File: config.mk
export PLATFORM = sky130hd
export DESIGN_NAME = stream_master_router_flat
export DESIGN_NICKNAME = d
export VERILOG_FILES = /design/src/rtl/stream_master_router_pkg.sv /design/src/rtl/stream_master_router_if.sv /design/src/rtl/stream_master_router_skid.sv /design/src/rtl/stream_master_router.sv /design/src/flat_wrapper.sv
export SDC_FILE = /design/constraint.sdc
export NUM_CORES = 1
export LEC_CHECK = 0
export CAP_MARGIN = 5
export CORE_MARGIN = 2
export CORE_UTILIZATION = 54
export CTS_CLUSTER_DIAMETER = 200
export DETAILED_ROUTE_END_ITERATION = 12
export GPL_ROUTABILITY_DRIVEN = 0
export GPL_TIMING_DRIVEN = 0
export HOLD_SLACK_MARGIN = 0.05
export PLACE_DENSITY_LB_ADDON = 0.2
export SYNTH_ARGS = -nofsm -noshare
export SYNTH_HDL_FRONTEND = slang
export SYNTH_SLANG_ARGS = --single-unit
export TNS_END_PERCENT = 5
File: constraint.sdc
create_clock -name clk_i -period 8.8 [get_ports clk_i]
set_clock_uncertainty 0.1 [all_clocks]
set_input_delay 1.76 -clock clk_i [delete_from_list [all_inputs] [get_ports clk_i]]
set_output_delay 1.76 -clock clk_i [all_outputs]
set_load 0.01 [all_outputs]
File: src/rtl/stream_master_router_pkg.sv
// Shared types and constants for the stream crossbar ingress router.
package stream_xbar_pkg;

  typedef enum logic [1:0] {
    IDLE,
    REQ,
    XFER,
    DROP
  } router_state_e;

  localparam int SKID_DEPTH     = 2;
  localparam int DROP_CNT_WIDTH = 16;

  function automatic int dest_width(input int n);
    return (n > 1) ? $clog2(n) : 1;
  endfunction

endpackage

File: src/rtl/stream_master_router_if.sv
// Ingress stream, egress stream and arbiter request/grant of one router.
interface stream_master_router_if
  import stream_xbar_pkg::*;
#(
  parameter int M_DATA_COUNT = 3,
  parameter int T_DATA_WIDTH = 32
);

  localparam int T_DEST_WIDTH = dest_width(M_DATA_COUNT);

  logic                    s_tvalid_i;
  logic                    s_tready_o;
  logic [T_DATA_WIDTH-1:0] s_tdata_i;
  logic                    s_tlast_i;
  logic [T_DEST_WIDTH-1:0] s_tdest_i;
  logic [M_DATA_COUNT-1:0] req_o;
  logic [M_DATA_COUNT-1:0] grant_i;
  logic                    m_tvalid_o;
  logic                    m_tready_i;
  logic [T_DATA_WIDTH-1:0] m_tdata_o;
  logic                    m_tlast_o;
  logic [T_DEST_WIDTH-1:0] m_tdest_o;

  modport master (
    output s_tvalid_i, s_tdata_i, s_tlast_i, s_tdest_i,
    output grant_i, m_tready_i,
    input  s_tready_o, req_o, m_tvalid_o,
    input  m_tdata_o, m_tlast_o, m_tdest_o
  );

  modport slave (
    input  s_tvalid_i, s_tdata_i, s_tlast_i, s_tdest_i,
    input  grant_i, m_tready_i,
    output s_tready_o, req_o, m_tvalid_o,
    output m_tdata_o, m_tlast_o, m_tdest_o
  );

endinterface

File: src/rtl/stream_master_router_skid.sv
// Two-entry skid buffer: registered output, full throughput,
// ready towards ingress depends only on the occupancy register.
module stream_skid_buffer
  import stream_xbar_pkg::*;
#(
  parameter int WIDTH = 33
) (
  input  logic             clk_i,
  input  logic             rst_i,
  input  logic             in_valid,
  output logic             in_ready,
  input  logic [WIDTH-1:0] in_data,
  output logic             out_valid,
  input  logic             out_ready,
  output logic [WIDTH-1:0] out_data
);

  localparam int PW = $clog2(SKID_DEPTH);

  logic [WIDTH-1:0] mem_q [SKID_DEPTH];
  logic [PW-1:0]    wr_q;
  logic [PW-1:0]    rd_q;
  logic [PW:0]      cnt_q;
  logic             push;
  logic             pop;

  assign in_ready  = cnt_q < (PW+1)'(SKID_DEPTH);
  assign out_valid = cnt_q != '0;
  assign out_data  = mem_q[rd_q];
  assign push      = in_valid & in_ready;
  assign pop       = out_valid & out_ready;

  always_ff @(posedge clk_i) begin
    if (rst_i) begin
      wr_q  <= '0;
      rd_q  <= '0;
      cnt_q <= '0;
      for (int i = 0; i < SKID_DEPTH; i++)
        mem_q[i] <= '0;
    end else begin
      if (push) begin
        mem_q[wr_q] <= in_data;
        wr_q        <= wr_q + 1'b1;
      end
      if (pop)
        rd_q <= rd_q + 1'b1;
      unique case ({push, pop})
        2'b10:   cnt_q <= cnt_q + 1'b1;
        2'b01:   cnt_q <= cnt_q - 1'b1;
        default: cnt_q <= cnt_q;
      endcase
    end
  end

endmodule

File: src/rtl/stream_master_router.sv
// Per-master crossbar ingress: dest decode, request/grant, skid forward.
// STREAM_ROUTER_DROP_CNT_EN adds drop_cnt_o, a saturating drop counter.
module stream_master_router
  import stream_xbar_pkg::*;
#(
  parameter int S_DATA_COUNT = 2,
  parameter int M_DATA_COUNT = 3,
  parameter int T_DATA_WIDTH = 32,
  parameter int MASTER_ID    = 0
) (
  input  logic clk_i,
  input  logic rst_i,
`ifdef STREAM_ROUTER_DROP_CNT_EN
  output logic [DROP_CNT_WIDTH-1:0] drop_cnt_o,
`endif
  stream_master_router_if.slave bus
);

  localparam int T_DEST_WIDTH = dest_width(M_DATA_COUNT);

  if (MASTER_ID < 0 || MASTER_ID >= S_DATA_COUNT) begin : g_bad_id
    $error("MASTER_ID outside 0..S_DATA_COUNT-1");
  end

  router_state_e           state_q, state_d;
  logic [T_DEST_WIDTH-1:0] dest_q, dest_d;
  logic [M_DATA_COUNT-1:0] req_q, req_d;
  logic [M_DATA_COUNT-1:0] req_sel;
  logic                    in_done_q, in_done_d;
  logic                    in_range;
  logic                    grant_cur;

  logic                    skid_in_valid;
  logic                    skid_in_ready;
  logic                    skid_out_valid;
  logic                    skid_out_ready;
  logic [T_DATA_WIDTH:0]   skid_out;
  logic                    skid_last;
  logic                    m_valid;
  logic                    s_ready;

  assign in_range  = int'(bus.s_tdest_i) < M_DATA_COUNT;
  assign grant_cur = bus.grant_i[dest_q];
  assign skid_last = skid_out[T_DATA_WIDTH];

  always_comb begin
    req_sel = '0;
    for (int i = 0; i < M_DATA_COUNT; i++)
      req_sel[i] = int'(bus.s_tdest_i) == i;
  end

  always_ff @(posedge clk_i) begin
    if (rst_i) begin
      state_q   <= IDLE;
      dest_q    <= '0;
      req_q     <= '0;
      in_done_q <= 1'b0;
    end else begin
      state_q   <= state_d;
      dest_q    <= dest_d;
      req_q     <= req_d;
      in_done_q <= in_done_d;
    end
  end

  always_comb begin
    state_d        = state_q;
    dest_d         = dest_q;
    req_d          = req_q;
    in_done_d      = in_done_q;
    s_ready        = 1'b0;
    skid_in_valid  = 1'b0;
    skid_out_ready = 1'b0;
    m_valid        = 1'b0;
    unique case (state_q)
      IDLE: begin
        if (bus.s_tvalid_i) begin
          if (in_range) begin
            dest_d    = bus.s_tdest_i;
            req_d     = req_sel;
            in_done_d = 1'b0;
            state_d   = REQ;
          end else begin
            state_d   = DROP;
          end
        end
      end
      REQ: begin
        if (grant_cur)
          state_d = XFER;
      end
      XFER: begin
        // ingress closes once the last beat is in the buffer
        s_ready        = skid_in_ready & ~in_done_q;
        skid_in_valid  = bus.s_tvalid_i & ~in_done_q;
        m_valid        = skid_out_valid & grant_cur;
        skid_out_ready = bus.m_tready_i & grant_cur;
        if (bus.s_tvalid_i & s_ready & bus.s_tlast_i)
          in_done_d = 1'b1;
        if (m_valid & bus.m_tready_i & skid_last) begin
          state_d   = IDLE;
          req_d     = '0;
          in_done_d = 1'b0;
        end
      end
      DROP: begin
        s_ready = 1'b1;
        if (bus.s_tvalid_i & bus.s_tlast_i)
          state_d = IDLE;
      end
      default: state_d = IDLE;
    endcase
  end

  stream_skid_buffer #(
    .WIDTH (T_DATA_WIDTH + 1)
  ) u_skid (
    .clk_i     (clk_i),
    .rst_i     (rst_i),
    .in_valid  (skid_in_valid),
    .in_ready  (skid_in_ready),
    .in_data   ({bus.s_tlast_i, bus.s_tdata_i}),
    .out_valid (skid_out_valid),
    .out_ready (skid_out_ready),
    .out_data  (skid_out)
  );

  assign bus.s_tready_o = s_ready;
  assign bus.req_o      = req_q;
  assign bus.m_tvalid_o = m_valid;
  assign bus.m_tdata_o  = skid_out[T_DATA_WIDTH-1:0];
  // last feeds the arbiter, so never show a stale head flag
  assign bus.m_tlast_o  = m_valid & skid_last;
  assign bus.m_tdest_o  = dest_q;

`ifdef STREAM_ROUTER_DROP_CNT_EN
  logic                      drop_enter;
  logic [DROP_CNT_WIDTH-1:0] drop_cnt_q;

  assign drop_enter = (state_q == IDLE) & bus.s_tvalid_i & ~in_range;

  always_ff @(posedge clk_i) begin
    if (rst_i)
      drop_cnt_q <= '0;
    else if (drop_enter && drop_cnt_q != '1)
      drop_cnt_q <= drop_cnt_q + 1'b1;
  end

  assign drop_cnt_o = drop_cnt_q;
`endif

endmodule

File: src/flat_wrapper.sv
// flat-port wrapper written by rule: the top's interface ports become plain ports
module stream_master_router_flat import stream_xbar_pkg::*;
#(
  parameter int S_DATA_COUNT = 2,
  parameter int M_DATA_COUNT = 3,
  parameter int T_DATA_WIDTH = 32,
  parameter int MASTER_ID    = 0
)
  (clk_i, rst_i, bus_s_tvalid_i, bus_s_tdata_i, bus_s_tlast_i, bus_s_tdest_i, bus_grant_i, bus_m_tready_i, bus_s_tready_o, bus_req_o, bus_m_tvalid_o, bus_m_tdata_o, bus_m_tlast_o, bus_m_tdest_o);
  stream_master_router_if #(.M_DATA_COUNT(M_DATA_COUNT), .T_DATA_WIDTH(T_DATA_WIDTH)) bus_i ();
  input  logic clk_i;
  input  logic rst_i;
  input wire logic [$bits(bus_i.s_tvalid_i)-1:0] bus_s_tvalid_i;
  input wire logic [$bits(bus_i.s_tdata_i)-1:0] bus_s_tdata_i;
  input wire logic [$bits(bus_i.s_tlast_i)-1:0] bus_s_tlast_i;
  input wire logic [$bits(bus_i.s_tdest_i)-1:0] bus_s_tdest_i;
  input wire logic [$bits(bus_i.grant_i)-1:0] bus_grant_i;
  input wire logic [$bits(bus_i.m_tready_i)-1:0] bus_m_tready_i;
  output wire logic [$bits(bus_i.s_tready_o)-1:0] bus_s_tready_o;
  output wire logic [$bits(bus_i.req_o)-1:0] bus_req_o;
  output wire logic [$bits(bus_i.m_tvalid_o)-1:0] bus_m_tvalid_o;
  output wire logic [$bits(bus_i.m_tdata_o)-1:0] bus_m_tdata_o;
  output wire logic [$bits(bus_i.m_tlast_o)-1:0] bus_m_tlast_o;
  output wire logic [$bits(bus_i.m_tdest_o)-1:0] bus_m_tdest_o;
  assign bus_i.s_tvalid_i = bus_s_tvalid_i;
  assign bus_i.s_tdata_i = bus_s_tdata_i;
  assign bus_i.s_tlast_i = bus_s_tlast_i;
  assign bus_i.s_tdest_i = bus_s_tdest_i;
  assign bus_i.grant_i = bus_grant_i;
  assign bus_i.m_tready_i = bus_m_tready_i;
  assign bus_s_tready_o = bus_i.s_tready_o;
  assign bus_req_o = bus_i.req_o;
  assign bus_m_tvalid_o = bus_i.m_tvalid_o;
  assign bus_m_tdata_o = bus_i.m_tdata_o;
  assign bus_m_tlast_o = bus_i.m_tlast_o;
  assign bus_m_tdest_o = bus_i.m_tdest_o;
  stream_master_router #(.S_DATA_COUNT(S_DATA_COUNT), .M_DATA_COUNT(M_DATA_COUNT), .T_DATA_WIDTH(T_DATA_WIDTH), .MASTER_ID(MASTER_ID)) u_core (.clk_i(clk_i), .rst_i(rst_i), .bus(bus_i));
endmodule
# Yosys cells after proc, flatten, opt, wreduce, memory -nomap -nowiden
# Memories as Yosys holds them, arrays and structs flattened. A register that Yosys moved wholly into a read port is not among the register bits.
# Cells that the tools add are included.
totals:
  reg_bits: 12
  ram_bits: 66
  in_bits: 42
  out_inout_bits: 40
  word_cells: 83
  n_memories: 1
op_classes:
  n_addsub: 4
  order_cmp: 3
  n_eq_ne: 13
  n_mux: 32
  bitwise_logic: 13
  reduce_logical: 10
mem_list:
  columns: ["name", "words", "word_bits", "rd", "rd_clocked_by_memory_dff", "write_ports", "line_no", "text"]
  rows:
  - ["u_core.u_skid.mem_q", 2, 33, 1, 1, 2, "stream_master_router_skid.sv:20", "logic [WIDTH-1:0] mem_q [SKID_DEPTH];"]
ops:
  columns: ["op", "count"]
  rows:
  - ["33-bit two-way mux", 1]
  - ["33-bit OR reduction", 1]
  - ["1-bit two-way mux", 17]
  - ["1-bit bitwise AND", 12]
  - ["4-bit AND reduction", 3]
  - ["2-bit == test (second input constant)", 5]
  - ["2-bit two-way mux", 5]
  - ["3-bit two-way mux", 3]
  - ["2-bit by 1-bit != test with 1-bit output (second input constant)", 4]
  - ["2-bit one-hot mux with 4 select lines", 1]
  - ["3-bit one-hot mux with 2 select lines", 1]
  - ["2-bit nonzero test", 3]
  - ["2-bit by 1-bit == test with 1-bit output (second input constant)", 2]
  - ["2-bit zero test", 2]
  - ["2-bit < comparator (second input constant)", 2]
  - ["1-bit one-hot mux with 2 select lines", 2]
  - ["2-bit one-hot mux with 2 select lines", 1]
  - ["2-bit by 3-bit < comparator with 1-bit output (second input constant)", 1]
  - ["3-bit by 1-bit != test with 1-bit output (second input constant)", 1]
  - ["3-bit AND reduction", 1]
  - ["1-bit adder (second input constant)", 2]
  - ["2-bit by 1-bit adder with 2-bit output (second input constant)", 1]
  - ["1-bit binary-select mux with 2-bit select", 1]
  - ["2-bit != test (second input constant)", 1]
  - ["2 further kinds", 2]

# Longest topological paths before layout
depth:
  ltp_word: 9
  mapped_depth: 7
  ltp_nobuf: 7

# Cells and area by module
# A second synthesis with hierarchy kept.
unflattened:
  hier_cells: 262
  area_unflattened_um2: 3562.2
modules_own_cells:
  columns: ["module", "instances", "cells_each", "area_per_inst_um2", "seq_area_each_um2"]
  rows:
  - ["stream_skid_buffer", 1, 209, 3114.2, 2082.0]
  - ["stream_master_router", 1, 53, 447.9, 160.2]

# Least setup slack after synthesis
# OpenSTA, ideal clock, no wires.
synth_path:
  path_type: "input port to output port"
  startpoint: "input bus_grant_i[1]"
  endpoint: "output bus_m_tlast_o"
  t_arrival_ns: 2.476
  required_ns: 6.940
  path_slack_ns: 4.464
  cell_stages: 4
  path_buffers: 0
  cell_sequence: "mux2i_1 o21ai_0 o21ai_0 nor3b_1"
synth_via:
  elab_chain_cells: 5
synth_lines:
  columns: ["element", "line_no", "text"]
  rows:
  - ["start: declaration", "flat_wrapper.sv:17", "input wire logic [$bits(bus_i.grant_i)-1:0] bus_grant_i;"]
  - ["1-bit binary-select mux with 2-bit select", "stream_master_router.sv:43", "assign grant_cur = bus.grant_i[dest_q];"]
  - ["1-bit two-way mux (not written as such)", "stream_master_router.sv:43", null]
  - ["1-bit bitwise AND", "stream_master_router.sv:96", "m_valid = skid_out_valid & grant_cur;"]
  - ["1-bit two-way mux", "stream_master_router.sv:75", "unique case (state_q)"]
  - ["1-bit bitwise AND", "stream_master_router.sv:133", "assign bus.m_tlast_o = m_valid & skid_last;"]
  - ["end: declaration", "flat_wrapper.sv:23", "output wire logic [$bits(bus_i.m_tlast_o)-1:0] bus_m_tlast_o;"]
# Every way passes these cells. The select of a mux whose other input is x is not followed.

# Worst setup path after layout
# Ends and elaborated chain as after synthesis.

==> qor.yml <==
final-max-slew-violation-count: 0
dr.first_iter.drc_count: 116
netlist.area_leader.share_pct: 55.5
port_buffers: 81
maxClockFrequency_mhz: 188
route.detailed.drc: 0
fp.dieH_um: 85.3
antenna_found_initial: 0
critical_path_peak_fanout: 2
tritoncts: "built"
dr_total_vias: 2283
setup.worst_path.end_class: "primary output"
cts_setup_buffers: 0
drt_wl_total_mm: 6.75
worstReg2RegEnd: "u_core.u_skid.mem_q[1][12]$_SDFFCE_PN0P_"
setup_viol_count_final: 0
route.detailed.vias_per_inst: 5.26
cell_type_contributing_the_most_total_cell_area_after_synthesis: "edfxtp_1"
pin_count: 82
ir_drop_uv: 103
clk_pin_slew_worst_paths_ps: 70
worstHoldStart: "u_core.bus.req_o[0]$_SDFFE_PP0P_"
source_to_sink_clock_delay_at_the_later_pin_of_the_worst_skew_pair_ps: 340
synthesis.yosys.warnings: 0
met1_length_mm: 2.83
postSynth.topFlopCell: "edfxtp_1"
post_route_cells_drive_above_1_share_pct: 17.6
cap_viol_max_count: 0
netlist_instances: 260
static-leakage-power_nw: 1.71
die-area_mm2: 0.00728
synth_async_sr_flop_share_pct: 0
drt_first_pass_iters: 4
cts_buffer_depth: 2
synth-edff-count: 66
cellPowerDensity_mw_per_mm2: 166
synth.distinct_cells: 41
post-route-worst-setup-slack_ps: 3470
highest_layer: "met4"
regToRegStartpoint: "u_core.u_skid.cnt_q[1]$_SDFFE_PP0P_"
hold_removal_path_class: "reg2reg"
detailedPlace.worstSlack_ps: 3460
grt_pass1_wl_mm: 10.7
track_usage_pct: 19.5
synth.net_count: 303
clockRootBuffer: "clkbuf_8"
final_hold_violation_count: 0
grt_max_degree: 34
cts_htree_levels: 3
grt_remaining_overflow: 0
wl_per_cell_um: 15.5
ff2ff_setup_slack_ps: 6380
clock_buffer_count_from_cts: 9
cts.sink_count: 79
timing.critical_path.required_ps: 6940
num_antenna_cells: 0
syn_avg_cell_area_um2: 13.7
outcome: "finished clean"
postSynthRegisterBits: 79
rsz0062_at_grt: "false"
std_cell_rows: 29
net_count_of_the_finished_layout: 396
critical_path_start_type: "input pin"
die_width_um: 85.3
syn_std_cell_area_mm2: 0.00357
power_mw: 0.781
timing.critical_path.arrival_ps: 3470
holdPathStages: 2
seq_area_frac_synth_pct: 62.7
crit_type: "in2out"
routed-wl-met2_mm: 3.53
area_growth_synth_to_finish_pct: 31.5
wl_met3_um: 308
post_synth_most_frequent_cells: "and2_1 (66), edfxtp_1 (66), mux2_2 (35)"
cts-resized-gates: 0
worst_hold_path.endpoint: "u_core.bus.req_o[0]$_SDFFE_PP0P_"
layout_min_cycle_time_ps: 5330
final_min_period_over_clock_period_pct: 60.5
detailedPlacementHpwl_mm: 4.80
timing.max_slew.rel_slack_pct: 44.6
initial_core_util_pct: 56.0
synth.area.top_cells: "edfxtp_1 (55%), and2_1 (12%), mux2_2 (11%)"
startpoint: "bus_grant_i[1]"
worst-slew-pin-transition_ps: 831
floorplan.core_area_mm2: 0.00639
ctsHoldBuffers: 0
reg2regPathDepth: 4
setup_total_negative_slack_ps: 0
via_count_of_the_first_global_routing_pass: 2332
postRouteAntennaNets: 0
-- critical path: stages --
cell             delay, ps
clkdlybuf4s50_1        450
mux2i_1                100
o21ai_0                230
o21ai_0                150
nor3b_1                210
clkdlybuf4s50_1        560
-- final cells by class --
type                            instances  area, um2
Sequential cell                        79       2240
Fill cell                             447       1690
Multi-Input combinational cell        166       1280
Timing Repair Buffer                   82        838
Clock buffer                           11        131
Tap cell                               77       96.3
Buffer                                 13       56.3
Clock inverter                          4       47.5
Inverter                                2       7.51
-- kinds of logic after synthesis --
group,count (synthesis),share of synthesized area (%)
AOI/OAI and AO/OA,17,3.64
muxes,36,11.3
DFF,79,62.7
adders and majority gates,1,0.350
buffers and inverters,15,1.79
xor gates and xnor gates,3,0.735
and+or+nand+nor,109,19.4
-- metrics by stage --
step | std cells | utilization, % | hold slack, ps | cell area [um2]
after floorplan | 260 | - | 393 | 3570
after global placement | 418 | 70.2 | 365 | 4480
after detailed placement | 419 | 70.8 | 370 | 4520
after CTS | 434 | 73.6 | 385 | 4700
after global routing | 434 | 73.6 | 401 | 4700
final | 434 | 73.6 | 380 | 4700
-- registers in the layout (all words and copies together) (netlist names), named ones only --
signal	count
u_core.bus.m_tdest_o	2
u_core.bus.req_o	3
u_core.in_done_q	1
u_core.state_q	2
u_core.u_skid.cnt_q	2
u_core.u_skid.mem_q	66
u_core.u_skid.rd_q	1
u_core.u_skid.wr_q	1
-- where the power goes --
| group | internal [mW] | switching, mW | total (mW) | leakage [nW] |
|---|---|---|---|---|
| clock network | 0.129 | 0.122 | 0.251 | 0.0892 |
| logic | 0.0560 | 0.0433 | 0.0993 | 0.832 |
| registers | 0.423 | 0.00751 | 0.431 | 0.789 |
| total | 0.608 | 0.173 | 0.781 | 1.71 |
-- worst max path at each step --
stage	endpoint	slack, ps	cells past startpoint
finish	bus_m_tlast_o	3470	6
global route	bus_m_tlast_o	3290	6
CTS	bus_m_tlast_o	3460	6
detailed placement	bus_m_tlast_o	3460	6
global placement	u_core.u_skid.mem_q[0][17]$_SDFFCE_PN0P_	3220	4
floorplan	bus_m_tlast_o	4460	4
-- routing by layer --
| metal | vias to the layer above | global-route usage (%) |
|---|---|---|
| met1 | 1098 | 22.9 |
| met2 | 53 | 33.5 |
| met4 | 0 | 8.23 |
| li1 | 1126 | - |
| met3 | 6 | 5.64 |
| met5 | - | 0 |
-- cell usage in the layout, fill, tap and decap left out, types with 2 or more instances in the layout --
cell,instances
nor2b_1,2
o21ai_0,3
mux2_2,35
clkbuf_1,11
clkbuf_8,9
edfxtp_1,66
xor2_1,2
clkdlybuf4s50_1,81
nand2b_1,5
nand2_1,5
inv_1,2
dfxtp_1,13
a211oi_1,2
nor2_1,12
o31ai_1,4
clkbuf_2,3
clkinv_2,2
nor3_1,5
and2_1,66
nand3b_1,2
Power figures use the tool's default switching activity.
